`config.mk`:
```
export PLATFORM = sky130hd
export DESIGN_NAME = vga_timing_controller_flat
export DESIGN_NICKNAME = d
export VERILOG_FILES = /design/src/rtl/vga_pkg.sv /design/src/rtl/vga_timing_controller_if.sv /design/src/rtl/vga_pixel_tick.sv /design/src/rtl/vga_timing_controller.sv /design/src/flat_wrapper.sv
export SDC_FILE = /design/constraint.sdc
export NUM_CORES = 1
export LEC_CHECK = 0
export CELL_PAD_IN_SITES_DETAIL_PLACEMENT = 1
export CELL_PAD_IN_SITES_GLOBAL_PLACEMENT = 1
export CORE_MARGIN = 4
export CORE_UTILIZATION = 43
export CTS_BUF_LIST = sky130_fd_sc_hd__clkbuf_4 sky130_fd_sc_hd__clkbuf_8 sky130_fd_sc_hd__clkbuf_16
export DETAILED_ROUTE_END_ITERATION = 6
export PLACE_DENSITY_LB_ADDON = 0.1
export SLEW_MARGIN = 10
export SYNTH_ARGS = -nofsm -noshare
export SYNTH_HDL_FRONTEND = slang
export SYNTH_SLANG_ARGS = --single-unit
```
`constraint.sdc`:
```
create_clock -name clk -period 6.9 [get_ports clk]
set_clock_uncertainty 0.2 [all_clocks]
set_input_delay 1.035 -clock clk [delete_from_list [all_inputs] [get_ports clk]]
set_output_delay 1.035 -clock clk [all_outputs]
set_load 0.02 [all_outputs]
```
`src/rtl/vga_pkg.sv`:
```
// Shared 640x480@60 timing constants; also imported by the downstream bit
// generator for the visible-area bounds.
package vga_pkg;
   localparam int CNT_W = 10;

   localparam int DEF_CLK_DIV  = 2;
   localparam int DEF_H_SYNC   = 96;
   localparam int DEF_H_BACK   = 48;
   localparam int DEF_H_ACTIVE = 640;
   localparam int DEF_H_FRONT  = 16;
   localparam int DEF_V_SYNC   = 2;
   localparam int DEF_V_BACK   = 33;
   localparam int DEF_V_ACTIVE = 480;
   localparam int DEF_V_FRONT  = 10;

   localparam int H_TOTAL = DEF_H_SYNC + DEF_H_BACK + DEF_H_ACTIVE + DEF_H_FRONT;
   localparam int V_TOTAL = DEF_V_SYNC + DEF_V_BACK + DEF_V_ACTIVE + DEF_V_FRONT;
   localparam int H_START = DEF_H_SYNC + DEF_H_BACK;
   localparam int V_START = DEF_V_SYNC + DEF_V_BACK;
   localparam int H_END   = H_START + DEF_H_ACTIVE;
   localparam int V_END   = V_START + DEF_V_ACTIVE;

   typedef logic [CNT_W-1:0] cnt_t;
endpackage

```
`src/rtl/vga_timing_controller_if.sv`:
```
// Raster timing bundle from the timing controller to the monitor pins and
// the bit generator.
interface vga_timing_controller_if;
   import vga_pkg::*;

   logic hsync;
   logic vsync;
   cnt_t hcount;
   cnt_t vcount;
   logic display_pixel;
   logic pixel_tick;
   logic frame_start;

   modport master (
      output hsync, vsync, hcount, vcount, display_pixel, pixel_tick, frame_start
   );
   modport slave (
      input hsync, vsync, hcount, vcount, display_pixel, pixel_tick, frame_start
   );
endinterface

```
`src/rtl/vga_pixel_tick.sv`:
```
// Divides the system clock down to the pixel rate. adv is the internal
// advance enable; pixel_tick is its registered copy, aligned with the counters.
module vga_pixel_tick #(
   parameter int CLK_DIV = 2
) (
   input  logic clk,
   input  logic rst_n,
   output logic adv,
   output logic pixel_tick
);
   localparam int DW = (CLK_DIV > 1) ? $clog2(CLK_DIV) : 1;
   localparam logic [DW-1:0] DIV_MAX = DW'(CLK_DIV - 1);

   logic [DW-1:0] div_q, div_d;
   logic          tick_q, tick_d;

   always_comb begin
      adv    = (div_q == DIV_MAX);
      div_d  = adv ? '0 : div_q + 1'b1;
      tick_d = adv;
   end

   always_ff @(posedge clk or negedge rst_n) begin
      if (!rst_n) begin
         div_q  <= '0;
         tick_q <= 1'b0;
      end else begin
         div_q  <= div_d;
         tick_q <= tick_d;
      end
   end

   assign pixel_tick = tick_q;
endmodule

```
`src/rtl/vga_timing_controller.sv`:
```
// VGA raster counters and sync/enable decodes. Decodes come from the
// next-state counts so every registered output lines up in the same clk.
module vga_timing_controller
   import vga_pkg::*;
#(
   parameter int CLK_DIV  = DEF_CLK_DIV,
   parameter int H_SYNC   = DEF_H_SYNC,
   parameter int H_BACK   = DEF_H_BACK,
   parameter int H_ACTIVE = DEF_H_ACTIVE,
   parameter int H_FRONT  = DEF_H_FRONT,
   parameter int V_SYNC   = DEF_V_SYNC,
   parameter int V_BACK   = DEF_V_BACK,
   parameter int V_ACTIVE = DEF_V_ACTIVE,
   parameter int V_FRONT  = DEF_V_FRONT
) (
   input  logic                   clk,
   input  logic                   rst_n,
   vga_timing_controller_if.master vga
);
   localparam int HT   = H_SYNC + H_BACK + H_ACTIVE + H_FRONT;
   localparam int VT   = V_SYNC + V_BACK + V_ACTIVE + V_FRONT;
   localparam int H_LO = H_SYNC + H_BACK;
   localparam int V_LO = V_SYNC + V_BACK;
   localparam int H_HI = H_LO + H_ACTIVE;
   localparam int V_HI = V_LO + V_ACTIVE;
   localparam cnt_t H_LAST = cnt_t'(HT - 1);
   localparam cnt_t V_LAST = cnt_t'(VT - 1);

   generate
      if (CLK_DIV < 1) begin : g_bad_div
         $error("CLK_DIV must be at least 1");
      end
      if (HT > 1024) begin : g_bad_ht
         $error("horizontal total exceeds 10-bit counter range");
      end
      if (VT > 1024) begin : g_bad_vt
         $error("vertical total exceeds 10-bit counter range");
      end
   endgenerate

   logic adv, pixel_tick_w;
   logic h_wrap, v_wrap;
   cnt_t hcount_q, hcount_d;
   cnt_t vcount_q, vcount_d;
   logic hsync_q, hsync_d;
   logic vsync_q, vsync_d;
   logic display_q, display_d;
   logic frame_start_q, frame_start_d;

   vga_pixel_tick #(.CLK_DIV(CLK_DIV)) u_tick (
      .clk        (clk),
      .rst_n      (rst_n),
      .adv        (adv),
      .pixel_tick (pixel_tick_w)
   );

   always_comb begin
      h_wrap   = (hcount_q == H_LAST);
      v_wrap   = (vcount_q == V_LAST);
      hcount_d = hcount_q;
      vcount_d = vcount_q;
      if (adv) begin
         hcount_d = h_wrap ? '0 : hcount_q + 1'b1;
         if (h_wrap) vcount_d = v_wrap ? '0 : vcount_q + 1'b1;
      end
      // int casts keep the bound compares correct even when a bound hits 1024
      hsync_d       = int'(hcount_d) >= H_SYNC;
      vsync_d       = int'(vcount_d) >= V_SYNC;
      display_d     = (int'(hcount_d) >= H_LO) && (int'(hcount_d) < H_HI) &&
                      (int'(vcount_d) >= V_LO) && (int'(vcount_d) < V_HI);
      frame_start_d = adv && h_wrap && v_wrap;
   end

   always_ff @(posedge clk or negedge rst_n) begin
      if (!rst_n) begin
         hcount_q      <= '0;
         vcount_q      <= '0;
         hsync_q       <= 1'b0;
         vsync_q       <= 1'b0;
         display_q     <= 1'b0;
         frame_start_q <= 1'b0;
      end else begin
         hcount_q      <= hcount_d;
         vcount_q      <= vcount_d;
         hsync_q       <= hsync_d;
         vsync_q       <= vsync_d;
         display_q     <= display_d;
         frame_start_q <= frame_start_d;
      end
   end

   assign vga.hcount        = hcount_q;
   assign vga.vcount        = vcount_q;
   assign vga.hsync         = hsync_q;
   assign vga.vsync         = vsync_q;
   assign vga.display_pixel = display_q;
   assign vga.frame_start   = frame_start_q;
   assign vga.pixel_tick    = pixel_tick_w;
endmodule

```
`src/flat_wrapper.sv`:
```
// flat-port wrapper written by rule: the top's interface ports become plain ports
module vga_timing_controller_flat import vga_pkg::*;
#(
   parameter int CLK_DIV  = DEF_CLK_DIV,
   parameter int H_SYNC   = DEF_H_SYNC,
   parameter int H_BACK   = DEF_H_BACK,
   parameter int H_ACTIVE = DEF_H_ACTIVE,
   parameter int H_FRONT  = DEF_H_FRONT,
   parameter int V_SYNC   = DEF_V_SYNC,
   parameter int V_BACK   = DEF_V_BACK,
   parameter int V_ACTIVE = DEF_V_ACTIVE,
   parameter int V_FRONT  = DEF_V_FRONT
)
  (clk, rst_n, vga_hsync, vga_vsync, vga_hcount, vga_vcount, vga_display_pixel, vga_pixel_tick, vga_frame_start);
  vga_timing_controller_if vga_i ();
  input  logic clk;
  input  logic rst_n;
  output wire logic [$bits(vga_i.hsync)-1:0] vga_hsync;
  output wire logic [$bits(vga_i.vsync)-1:0] vga_vsync;
  output wire logic [$bits(vga_i.hcount)-1:0] vga_hcount;
  output wire logic [$bits(vga_i.vcount)-1:0] vga_vcount;
  output wire logic [$bits(vga_i.display_pixel)-1:0] vga_display_pixel;
  output wire logic [$bits(vga_i.pixel_tick)-1:0] vga_pixel_tick;
  output wire logic [$bits(vga_i.frame_start)-1:0] vga_frame_start;
  assign vga_hsync = vga_i.hsync;
  assign vga_vsync = vga_i.vsync;
  assign vga_hcount = vga_i.hcount;
  assign vga_vcount = vga_i.vcount;
  assign vga_display_pixel = vga_i.display_pixel;
  assign vga_pixel_tick = vga_i.pixel_tick;
  assign vga_frame_start = vga_i.frame_start;
  vga_timing_controller #(.CLK_DIV(CLK_DIV), .H_SYNC(H_SYNC), .H_BACK(H_BACK), .H_ACTIVE(H_ACTIVE), .H_FRONT(H_FRONT), .V_SYNC(V_SYNC), .V_BACK(V_BACK), .V_ACTIVE(V_ACTIVE), .V_FRONT(V_FRONT)) u_core (.clk(clk), .rst_n(rst_n), .vga(vga_i));
endmodule
```
# After elaboration in Yosys (flattened, before gate mapping)
# Cells that the tools add are included.
dict set report word_totals {
  regBits 26
  latchBits 0
  mem_bits_rw 0
  rom_bits 0
  input_bits 2
  out_inout_bits 25
  mem_count 0
}
dict set report op_classes {
  n_addsub 3
  mul 0
  div_mod_pow 0
  order_cmp 6
  n_eq_ne 2
  shifts 0
  muxes 6
  bitwise_logic 0
  reduce_logical 5
}
# op count
set op_table {}
lappend op_table {{$mux W10} 5}
lappend op_table {{$add A10 B1 Y10 const B} 2}
lappend op_table {{$eq A10 B10 Y1 const B} 2}
lappend op_table {{$lt A10 B10 Y1 const B} 2}
lappend op_table {{$ge A10 B2 Y1 const B} 1}
lappend op_table {{$ge A10 B6 Y1 const B} 1}
lappend op_table {{$ge A10 B7 Y1 const B} 1}
lappend op_table {{$ge A10 B8 Y1 const B} 1}
lappend op_table {{$logic_and A1 B1 Y1} 5}
lappend op_table {{$add A1 B1 Y1 const B} 1}
lappend op_table {{$mux W1} 1}

# Logic depth before layout (Yosys ltp)
# Gate-level depths: netlist (run 1).
dict set report depth {
  ltp_word 7
  ltp_mapped 9
  mapped_depth_nobuf 9
}

# By module
# Synthesis (run 1) repeated with hierarchy kept, for this count alone.
dict set report hier_totals {
  hier_cells 150
  hier_area_um2 1433.9
}
# module instances cells_each area_per_inst_um2 seq_area_each_um2
set modules_own_cells {}
lappend modules_own_cells {vga_timing_controller 1 147 1380.1 600.6}
lappend modules_own_cells {vga_pixel_tick 1 3 53.8 50.0}

# Worst setup path before layout (run 1)
# OpenSTA, ideal clock, no wires.
dict set report synth_path {
  path_kind {flip-flop to flip-flop}
  start {reg u_core.hcount_q[0], in the netlist u_core.vga.hcount[0]}
  end {reg u_core.display_q, in the netlist u_core.vga.display_pixel}
  setup_ns 0.082
  t_arrival_ns 2.070
  required_ns 6.618
  setup_slack_ns 4.548
  path_stages_with_launch 10
  n_path_buf 1
  period_less_slack_ns 2.352
  path_cell_list {dfrtp_1 ha_1 and4_4 and4_1 buf_6 nand2b_4 o31ai_4 a21oi_2 a311o_1 a22oi_2}
}
# item line_no
set synth_rtl {}
lappend synth_rtl {{start, declared} vga_timing_controller.sv:43} ;# cnt_t hcount_q, hcount_d;
lappend synth_rtl {{start signal, assigned} vga_timing_controller.sv:83} ;# hcount_q <= hcount_d;
lappend synth_rtl {{$eq A10 B10 Y1 *} vga_timing_controller.sv:58} ;# h_wrap = (hcount_q == H_LAST);
lappend synth_rtl {{$mux W10 *} vga_timing_controller.sv:64} ;# if (h_wrap) vcount_d = v_wrap ? '0 : vcount_q + 1'b1;
lappend synth_rtl {{$mux W10 *} vga_timing_controller.sv:62} ;# if (adv) begin
lappend synth_rtl {{via u_core.vcount_d[5]} vga_timing_controller.sv:44} ;# cnt_t vcount_q, vcount_d;
lappend synth_rtl {{$ge A10 B6 Y1} vga_timing_controller.sv:70} ;# (int'(vcount_d) >= V_LO) && (int'(vcount_d) < V_HI);
lappend synth_rtl {{$logic_and A1 B1 Y1} vga_timing_controller.sv:69} ;# display_d = (int'(hcount_d) >= H_LO) && (int'(hcount_d) < H_HI) &&
lappend synth_rtl {{$logic_and A1 B1 Y1 *} vga_timing_controller.sv:70}
lappend synth_rtl {{via u_core.display_d} vga_timing_controller.sv:47} ;# logic display_q, display_d;
lappend synth_rtl {{end signal, assigned} vga_timing_controller.sv:87} ;# display_q <= display_d;
lappend synth_rtl {{end, declared} vga_timing_controller.sv:47}
# Mark *: on every way through the listed nets, which the timed path passes. The rest lies on a longest branch.

# Worst setup path in the final report (run 1)
dict set report layout_path {
  start {reg u_core.hcount_q[6], in the netlist u_core.vga.hcount[6]}
  end {out vga_hcount[6]}
}
# item line_no
set layout_rtl {}
lappend layout_rtl {{end, declared} flat_wrapper.sv:20} ;# output wire logic [$bits(vga_i.hcount)-1:0] vga_hcount;
# No word-level cell between the ends.

==> results.py, run 1 <==
metrics = {
    "synth": {
        "syn_nets": 163,
        "syn-cell-area_sq_mm": 0.00157,
        "yosysSeqAreaShare_pct": 41.5,
        "synth_edf_count": 0,
        "ys_seq_elements": 26,
        "syn_inst": 158,
        "ys.flop_type": "dfrtp_1",
        "yosysTopAreaCell": "dfrtp_1",
        "synth_top_area_share_pct": 41.5,
        "yosys_warnings": 0,
        "yosysMostFrequentCell": "dfrtp_1",
        "synth_cell_types": 53,
        "ys_top_cells_by_area": "dfrtp_1 (42%), nand2_1 (5.5%), o21ai_0 (2.9%), buf_6 (2.9%), xnor2_1 (2.8%)",
        "synth.avg_cell_area_sq_um": 9.92,
        "ys_top_cells_by_count": "dfrtp_1 (26), nand2_1 (23), nor2_1 (9), o21ai_0 (9), nand3_1 (6)",
        "async_flop_share_pct": 100,
    },
    "worst_setup_path": {
        "cp_cell_sequence": "clkdlybuf4s50_1",
        "max_stage_delay_ns": 0.70,
        "worst-path-max-fanout": 11,
        "cp.required_ns": 5.66,
        "path_class": "reg -> out",
        "endpoint_kind": "output pin",
        "cp_slowest_cell": "clkdlybuf4s50_1",
        "crit_buf_inv": 1,
        "crit_family": "buffers and inverters",
        "startpoint_type": "flop",
        "arrival_ns": 1.72,
    },
    "die": {
        "die_w_microns": 68.4,
        "rows": 21,
        "die_area_sq_mm": 0.00468,
        "die_h_microns": 68.4,
        "start_util_pct": 45.9,
        "core-area_sq_mm": 0.00342,
        "boundaryPins": 27,
    },
    "sta": {
        "setup-violations-final": 0,
        "final-hold-violation-count": 0,
        "period_share_pct": 42.8,
        "report.final.slew_viol_count": 0,
        "clock.fmax_ghz": 0.339,
        "hold_ws_ns": 0.347,
        "timing.final.crit_period_ns": 2.95,
        "rsz0062_at_grt": "no",
        "tns_ns": 0,
        "slew_headroom_pct": 66.4,
        "tightest_slew_ns": 0.502,
    },
    "clock_tree": {
        "postCtsSetupBuffers": 0,
        "htreeDepth": 1,
        "clock-sinks": 26,
        "clock_path_buffers": 2,
        "insertion_delay_ns": 0.35,
        "clk_pin_slew_ns": 0.15,
        "numCtsBuffers": 3,
        "cts-root-buf": "clkbuf_4",
        "holdBufCountCts": 0,
        "post_cts_resized": 0,
        "cts_tree": "done",
    },
    "grt": {
        "grt_max_degree": 27,
        "grt_pass1_wl_microns": 6840,
        "grt_overflow": 0,
        "track_usage_pct": 19.8,
        "antenna_found_initial": 0,
        "grt_pass1_vias": 1370,
    },
    "power_and_ir_drop": {
        "power.total_w": 0.000240,
        "leakage_nw": 0.773,
        "ir_drop_uv": 58.6,
        "power_density_mw_per_mm2": 128,
    },
    "route": {
        "dr_total_vias": 1353,
        "first_pass_iters": 4,
        "drt-total-wl_microns": 4060,
        "viasPerCell": 5.88,
        "avgRoutedWirePerCell_microns": 17.7,
        "drc": 0,
        "ant_nets": 0,
        "drt_iter0_drc": 61,
    },
    "place": {
        "globalplace.congestion": 0.874,
        "place_area_sq_mm": 0.00184,
        "dp_hpwl_microns": 3070,
        "io_buffers": 26,
    },
    "cells_and_area": {
        "final_util_pct": 55.0,
        "diodes": 0,
        "layout.nets": 190,
        "fin_area_sq_mm": 0.00188,
        "syn2layout_area_growth_pct": 19.9,
        "drive_above_1_share_pct": 12.5,
    },
    "min_path": {
        "hp-class": "reg -> reg",
    },
    "status": {
        "outcome": "finished clean",
    },
    "job": {
        "cap_violations": 0,
    },
}
## sequential cells by signal, summed over array words and instances (netlist names)
register and flops:
u_core.u_tick.adv 1, u_core.vga.display_pixel 1, u_core.vga.vsync 1, u_core.vga.frame_start 1, u_core.vga.vcount 10, u_core.u_tick.pixel_tick 1, u_core.vga.hcount 10, u_core.vga.hsync 1
## power by group
part	internal, W	leakage [nW]	switching (W)
Sequential	0.000152	0.350	0
Combinational	0.000000868	0.402	0.00000294
Clock	0.0000325	0.0210	0.0000516
Total	0.000186	0.773	0.0000546
## per-stage QoR
stage	setup slack, ns	instances
after detailed placement	4.35	226
after global placement	4.38	226
final	3.95	230
after CTS	3.95	230
after global routing	3.88	230
after floorplan	4.55	158
## cell type report
type	instances	area, sq um
Fill cell	408	1540
Multi-Input combinational cell	123	852
Sequential cell	26	651
Timing Repair Buffer	27	268
Tap cell	46	57.6
Clock buffer	4	36.3
Inverter	4	15.0
## routing by layer
layer	track usage, %	vias to the layer above	part of all wire, %
li1	-	632	-
met4	7.94	0	2.0
met5	0	-	0
met1	26.4	682	47
met2	31.5	31	47
met3	3.45	8	3.9
## logic make-up (layout without fill, tap and decap cells)
kind of cell               after synthesis  in the layout  share of synthesized area (%)
DFF                                     26             26                           41.5
buffers and inverters                    9             35                           4.15
muxes                                    1              1                          0.718
adders and majority gates                3              3                           2.39
xor gates and xnor gates                10             10                           5.59
AOI/OAI and AO/OA                       36             36                           16.8
and+or+nand+nor                         73             73                           28.8
## cell usage in the layout, fill, tap and decap left out, types with 2 or more instances in the layout
| cell type | count |
|---|---|
| a21oi_1 | 4 |
| nand3_1 | 6 |
| and3_1 | 2 |
| o31ai_1 | 2 |
| o2bb2ai_1 | 2 |
| and4_1 | 3 |
| o21ai_1 | 2 |
| nand2_1 | 23 |
| or2_1 | 3 |
| nor3_1 | 5 |
| xor2_1 | 5 |
| and3_2 | 2 |
| nand4_1 | 3 |
| clkdlybuf4s50_1 | 26 |
| a31oi_1 | 4 |
| dfrtp_1 | 26 |
| o21ai_0 | 9 |
| ha_1 | 3 |
| inv_1 | 4 |
| clkbuf_4 | 3 |
| xnor2_1 | 5 |
| nor2_1 | 9 |
## final timing paths
kind | depth (start not counted) | start | slack (ns) | end
max in group asynchronous | 2 | rst_n | 5.41 | u_core.vga.vcount[8]
worst min-delay path | 1 | u_core.vga.vcount[8] | 0.35 | u_core.vga.vcount[8]
worst min register to register | 1 | u_core.vga.vcount[8] | 0.35 | u_core.vga.vcount[8]
worst max-delay path | 1 | u_core.vga.hcount[6] | 3.95 | vga_hcount[6]
worst max register to register | 8 | u_core.vga.hcount[0] | 4.29 | u_core.vga.display_pixel
min in group asynchronous | 2 | rst_n | 0.84 | u_core.vga.vsync
No activity file was read; power rests on OpenSTA's default activity.
==> run 2: changes to the inputs <==
- CORE_UTILIZATION: 43 -> 40
- clock period: 6.9 -> 2.9 ns (I/O delays scaled with it)
==> run 2 against run 1 <==
  * Register-to-register slack got worse by 3.9 ns
  * Utilization decreased by 3.9 points
  * First-iteration DRC count is 15% lower
  * Flip-flop and latch count stayed put
  * Largest cell class unchanged
  * Via count down 3.4%
==> results.py, run 2 (synthesized netlist as in run 1, its figures left out) <==
metrics = {
    "worst_setup_path": {
        "cp_slowest_cell": "dfrtp_1",
        "r2r-end": "u_core.vga.display_pixel",
        "endpoint_kind": "flop",
        "worst-path-max-fanout": 8,
        "path_class": "reg -> reg",
        "reg2reg_slack_ns": 0.34,
        "cp.required_ns": 2.90,
        "crit_family": "compound AO/OA/AOI/OAI gates",
        "startpoint_type": "flop",
        "cp_cell_sequence": "ha_1 -> and4_4 -> and4_1 -> nand2b_4 -> o31ai_4 -> a21oi_2 -> a311o_1 -> a22oi_2",
        "rr_worst_depth": 8,
        "r2r-start": "u_core.vga.hcount[0]",
        "max_stage_delay_ns": 0.43,
        "crit_buf_inv": 0,
        "arrival_ns": 2.56,
    },
    "power_and_ir_drop": {
        "ir_drop_uv": 184,
        "leakage_nw": 0.781,
        "seqPwrFrac_pct": 59.2,
        "swShare_pct": 20.6,
        "pwr-share-comb_pct": 1.5,
        "switchingPower_w": 0.000126,
        "power_density_mw_per_mm2": 322,
        "power.total_w": 0.000612,
        "internal_power_w": 0.000486,
        "p_clk_share_pct": 39.3,
    },
    "route": {
        "ant_nets": 0,
        "first_pass_iters": 4,
        "drt-total-wl_microns": 3890,
        "viasPerCell": 5.63,
        "wl_met1_microns": 1760,
        "dr_total_vias": 1307,
        "dr_wl_met3_microns": 116,
        "drc": 0,
        "drt_iter0_drc": 52,
        "highest-signal-layer": "met4",
        "dr_wl_met2_microns": 1930,
        "avgRoutedWirePerCell_microns": 16.8,
    },
    "die": {
        "die_h_microns": 70.6,
        "die_w_microns": 70.6,
        "rows": 22,
        "start_util_pct": 42.2,
        "core-area_sq_mm": 0.00372,
        "die_area_sq_mm": 0.00499,
        "boundaryPins": 27,
    },
    "clock_tree": {
        "numCtsBuffers": 3,
        "clock-sinks": 26,
        "cts_tree": "done",
        "htreeDepth": 1,
        "clock_path_buffers": 2,
        "insertion_delay_ns": 0.27,
        "cts-root-buf": "clkbuf_8",
        "holdBufCountCts": 0,
        "post_cts_resized": 0,
        "clk_pin_slew_ns": 0.09,
        "postCtsSetupBuffers": 0,
    },
    "place": {
        "place_area_sq_mm": 0.00185,
        "dp_hpwl_microns": 2940,
        "globalplace.congestion": 0.883,
        "io_buffers": 26,
    },
    "cells_and_area": {
        "fin_area_sq_mm": 0.00190,
        "drive_above_1_share_pct": 12.5,
        "layout.nets": 190,
        "final_cell_mix": "clkdlybuf4s50_1 (26), dfrtp_1 (26), nand2_1 (23)",
        "diodes": 0,
        "n_fill_cell": 446,
        "syn2layout_area_growth_pct": 21.2,
    },
    "grt": {
        "grt_pass1_vias": 1387,
        "track_usage_pct": 17.1,
        "grt_overflow": 0,
        "antenna_found_initial": 0,
        "grt_max_degree": 27,
        "grt_pass1_wl_microns": 6770,
    },
    "sta": {
        "final-hold-violation-count": 0,
        "hold_ws_ns": 0.326,
        "tns_ns": 0,
        "tightest_slew_ns": 0.527,
        "clock.fmax_ghz": 0.391,
        "report.final.slew_viol_count": 0,
        "setup-violations-final": 0,
        "rsz0062_at_grt": "no",
        "timing.final.crit_period_ns": 2.56,
        "slew_headroom_pct": 64.7,
        "period_share_pct": 88.2,
    },
    "min_path": {
        "hp-class": "in -> async",
    },
    "job": {
        "cap_violations": 0,
    },
    "status": {
        "outcome": "finished clean",
    },
}
==> run 2: changes by cell type in the layout (fill, tap and decap cells not counted) <==
cell	change
clkbuf_4	-3
clkbuf_8	+3
==> run 2: worst max-delay path by stage <==
stage	from	endpoint	cells past startpoint
2_1_floorplan	u_core.vga.hcount[0]	u_core.vga.display_pixel	9
3_3_place_gp	u_core.vga.hcount[0]	u_core.vga.display_pixel	8
3_5_place_dp	u_core.vga.hcount[0]	u_core.vga.display_pixel	8
4_1_cts	u_core.vga.hcount[0]	u_core.vga.display_pixel	8
5_1_grt	u_core.vga.hcount[0]	u_core.vga.display_pixel	8
6_report	u_core.vga.hcount[0]	u_core.vga.display_pixel	8
==> run 2: per-layer routing <==
layer / up-vias / GRT usage (%)
met4: 0 / 6.68
met5: - / 0
met3: 8 / 2.98
li1: 631 / -
met1: 644 / 21.4
met2: 24 / 29.4
==> run 2: stage by stage <==
stage               utilization, %  std cells  setup WS, ns
CTS                           51.1        232         0.307
floorplan                        -        158         0.548
detailed placement            49.7        228         0.336
global route                  51.1        232         0.154
global placement              49.7        228         0.432
finish                        51.1        232         0.343
==> run 2: power by group through the flow <==
stage                     registers, W  clock network [W]       logic [W]
after CTS                     0.000362           0.000252       0.0000102
after detailed placement      0.000369                  0       0.0000103
after global routing          0.000362           0.000268       0.0000112
after floorplan               0.000370                  0  0.000000000337
after global placement        0.000369                  0      0.00000992
final                         0.000362           0.000240      0.00000932
==> run 2: area by class of cell <==
| cell class | instances | area (sq um) | area share (%) |
|---|---|---|---|
| tap | 48 | 60.1 | 3.16 |
| clock buffer | 4 | 55.1 | 2.90 |
| inverter | 4 | 15.0 | 0.790 |
| timing repair buffer | 27 | 268 | 14.1 |
| multi-input combinational | 123 | 852 | 44.8 |
| sequential | 26 | 651 | 34.2 |
==> run 3: changes to the inputs <==
==> constraint.sdc (replaced) <==
create_clock -name clk -period 2.9 [get_ports clk]
set_clock_uncertainty 0.2 [all_clocks]
set_input_delay 0.725 -clock clk [delete_from_list [all_inputs] [get_ports clk]]
set_output_delay 0.725 -clock clk [all_outputs]
set_load 0.02 [all_outputs]
==> run 3 against run 2 <==
  * Cell count rose by 0.43%
  * Hold slack improved by 0.022 ns
  * Critical path type unchanged
  * Sequential share of layout area down 0.13 points
  * Largest power group unchanged
  * Sequential power about the same
  * Fmax shrank 4.0%
  * Worst setup slack got worse by 0.11 ns
  * Flip-flop and latch count did not move
  * Utilization grew 0.20 points
  * Critical endpoint unchanged
  * Routed wire length rose by 9.4%
==> results.py, run 3 (synthesized netlist as in run 1, its figures left out) <==
metrics = {
    "status": {
        "outcome": "finished clean",
    },
    "clock_tree": {
        "cts-root-buf": "clkbuf_8",
        "post_cts_resized": 0,
        "insertion_delay_ns": 0.28,
        "clk_pin_slew_ns": 0.09,
        "htreeDepth": 1,
        "clock-sinks": 26,
        "cts_tree": "done",
        "clock_path_buffers": 2,
        "numCtsBuffers": 3,
        "postCtsSetupBuffers": 0,
        "holdBufCountCts": 0,
    },
    "route": {
        "first_pass_iters": 4,
        "avgRoutedWirePerCell_microns": 18.3,
        "ant_nets": 0,
        "dr_total_vias": 1345,
        "drt_iter0_drc": 47,
        "viasPerCell": 5.77,
        "drc": 0,
        "drt-total-wl_microns": 4260,
    },
    "grt": {
        "use_met3_pct": 2.84,
        "grt_max_degree": 27,
        "grt_pass1_vias": 1483,
        "track_usage_pct": 18.5,
        "top_usage_layer": "met2",
        "grt_util_met1_pct": 22.9,
        "antenna_found_initial": 0,
        "grt_pass1_wl_microns": 7300,
        "grt_use_met2_pct": 31.9,
        "grt_overflow": 0,
    },
    "cells_and_area": {
        "layout.nets": 191,
        "n_fill_cell": 440,
        "syn2layout_area_growth_pct": 21.7,
        "final_util_pct": 51.3,
        "drive_above_1_share_pct": 13.0,
        "final_cell_mix": "clkdlybuf4s50_1 (26), dfrtp_1 (26), nand2_1 (23)",
        "diodes": 0,
        "fin_cells": 233,
    },
    "die": {
        "core-area_sq_mm": 0.00372,
        "start_util_pct": 42.2,
        "rows": 22,
        "die_w_microns": 70.6,
        "die_area_sq_mm": 0.00499,
        "boundaryPins": 27,
        "die_h_microns": 70.6,
    },
    "worst_setup_path": {
        "r2r-start": "u_core.vga.hcount[0]",
        "crit_family": "compound AO/OA/AOI/OAI gates",
        "arrival_ns": 2.67,
        "worst-path-max-fanout": 8,
        "path_class": "reg -> reg",
        "startpoint_type": "flop",
        "cp_cell_sequence": "ha_1 -> and4_4 -> and4_1 -> nand2b_4 -> o31ai_4 -> a21oi_2 -> a311o_1 -> a22oi_2",
        "crit_buf_inv": 0,
        "cp.required_ns": 2.90,
        "max_stage_delay_ns": 0.45,
        "endpoint_kind": "flop",
        "cp_slowest_cell": "and4_1",
        "crit_start": "u_core.vga.hcount[0]",
    },
    "sta": {
        "tightest_slew_ns": 0.542,
        "setup-violations-final": 0,
        "period_share_pct": 91.9,
        "final-hold-violation-count": 0,
        "clock.fmax_ghz": 0.375,
        "rsz0062_at_grt": "no",
        "timing.final.crit_period_ns": 2.66,
        "slew_headroom_pct": 63.7,
        "report.final.slew_viol_count": 0,
        "tns_ns": 0,
        "hold_ws_ns": 0.349,
        "fin_ws_ns": 0.236,
    },
    "job": {
        "cap_violations": 0,
    },
    "min_path": {
        "hp-class": "reg -> reg",
        "hold_start": "u_core.vga.vcount[8]",
    },
    "place": {
        "place_inst": 229,
        "place_ws_ns": 0.286,
        "dp_hpwl_microns": 3090,
        "io_buffers": 26,
        "globalplace.congestion": 0.906,
    },
    "power_and_ir_drop": {
        "leakage_nw": 0.786,
        "ir_drop_uv": 173,
        "power_density_mw_per_mm2": 322,
    },
}
-- run 3: changes by cell type in the layout (fill, tap and decap cells not counted), sizes merged --
cell and delta:
buf +1
-- run 3: worst reg2reg max path, stage by stage, from the launching register on --
cell and delay (ns):
dfrtp_1 0.43, ha_1 0.24, and4_4 0.27, and4_1 0.46
nand2b_4 0.10, o31ai_4 0.28, a21oi_2 0.09, a311o_1 0.37
a22oi_2 0.15
-- run 3: per-stage QoR --
step                      instance area, sq um  total power [W]
after floorplan                           1570         0.000370
after global placement                    1850         0.000379
after detailed placement                  1850         0.000380
after CTS                                 1910         0.000627
after global routing                      1910         0.000641
final                                     1910         0.000614
-- run 3: where the power goes --
group / switching, W / total, W / leakage (nW) / internal, W
clock network: 0.000120 / 0.000242 / 0.0288 / 0.000122
registers: 0 / 0.000362 / 0.350 / 0.000362
logic: 0.00000759 / 0.00000965 / 0.408 / 0.00000206
-- run 3: path summary, 6_finish.rpt --
check                                           endpoint  slack (ns)  cells past startpoint
worst max register to register  u_core.vga.display_pixel        0.24                      8
worst min register to register      u_core.vga.vcount[8]        0.35                      1
worst min-delay path                u_core.vga.vcount[8]        0.35                      1
max in group asynchronous           u_core.vga.hcount[4]        1.61                      2
min in group asynchronous           u_core.vga.hcount[8]        0.62                      2
worst max-delay path            u_core.vga.display_pixel        0.24                      8
-- run 3: final cells by class --
class	count	area (sq um)	share of cell area (%)
clock buffer	4	55.1	2.89
inverter	4	15.0	0.787
multi-input combinational	123	852	44.7
sequential	26	651	34.1
tap	48	60.1	3.15
timing repair buffer	28	275	14.4
-- run 3: routing by layer --
metal	share of wire (%)	wire [microns]
met5	0	0
met4	2.8	121
met3	3.4	143
met2	51	2180
met1	43	1810
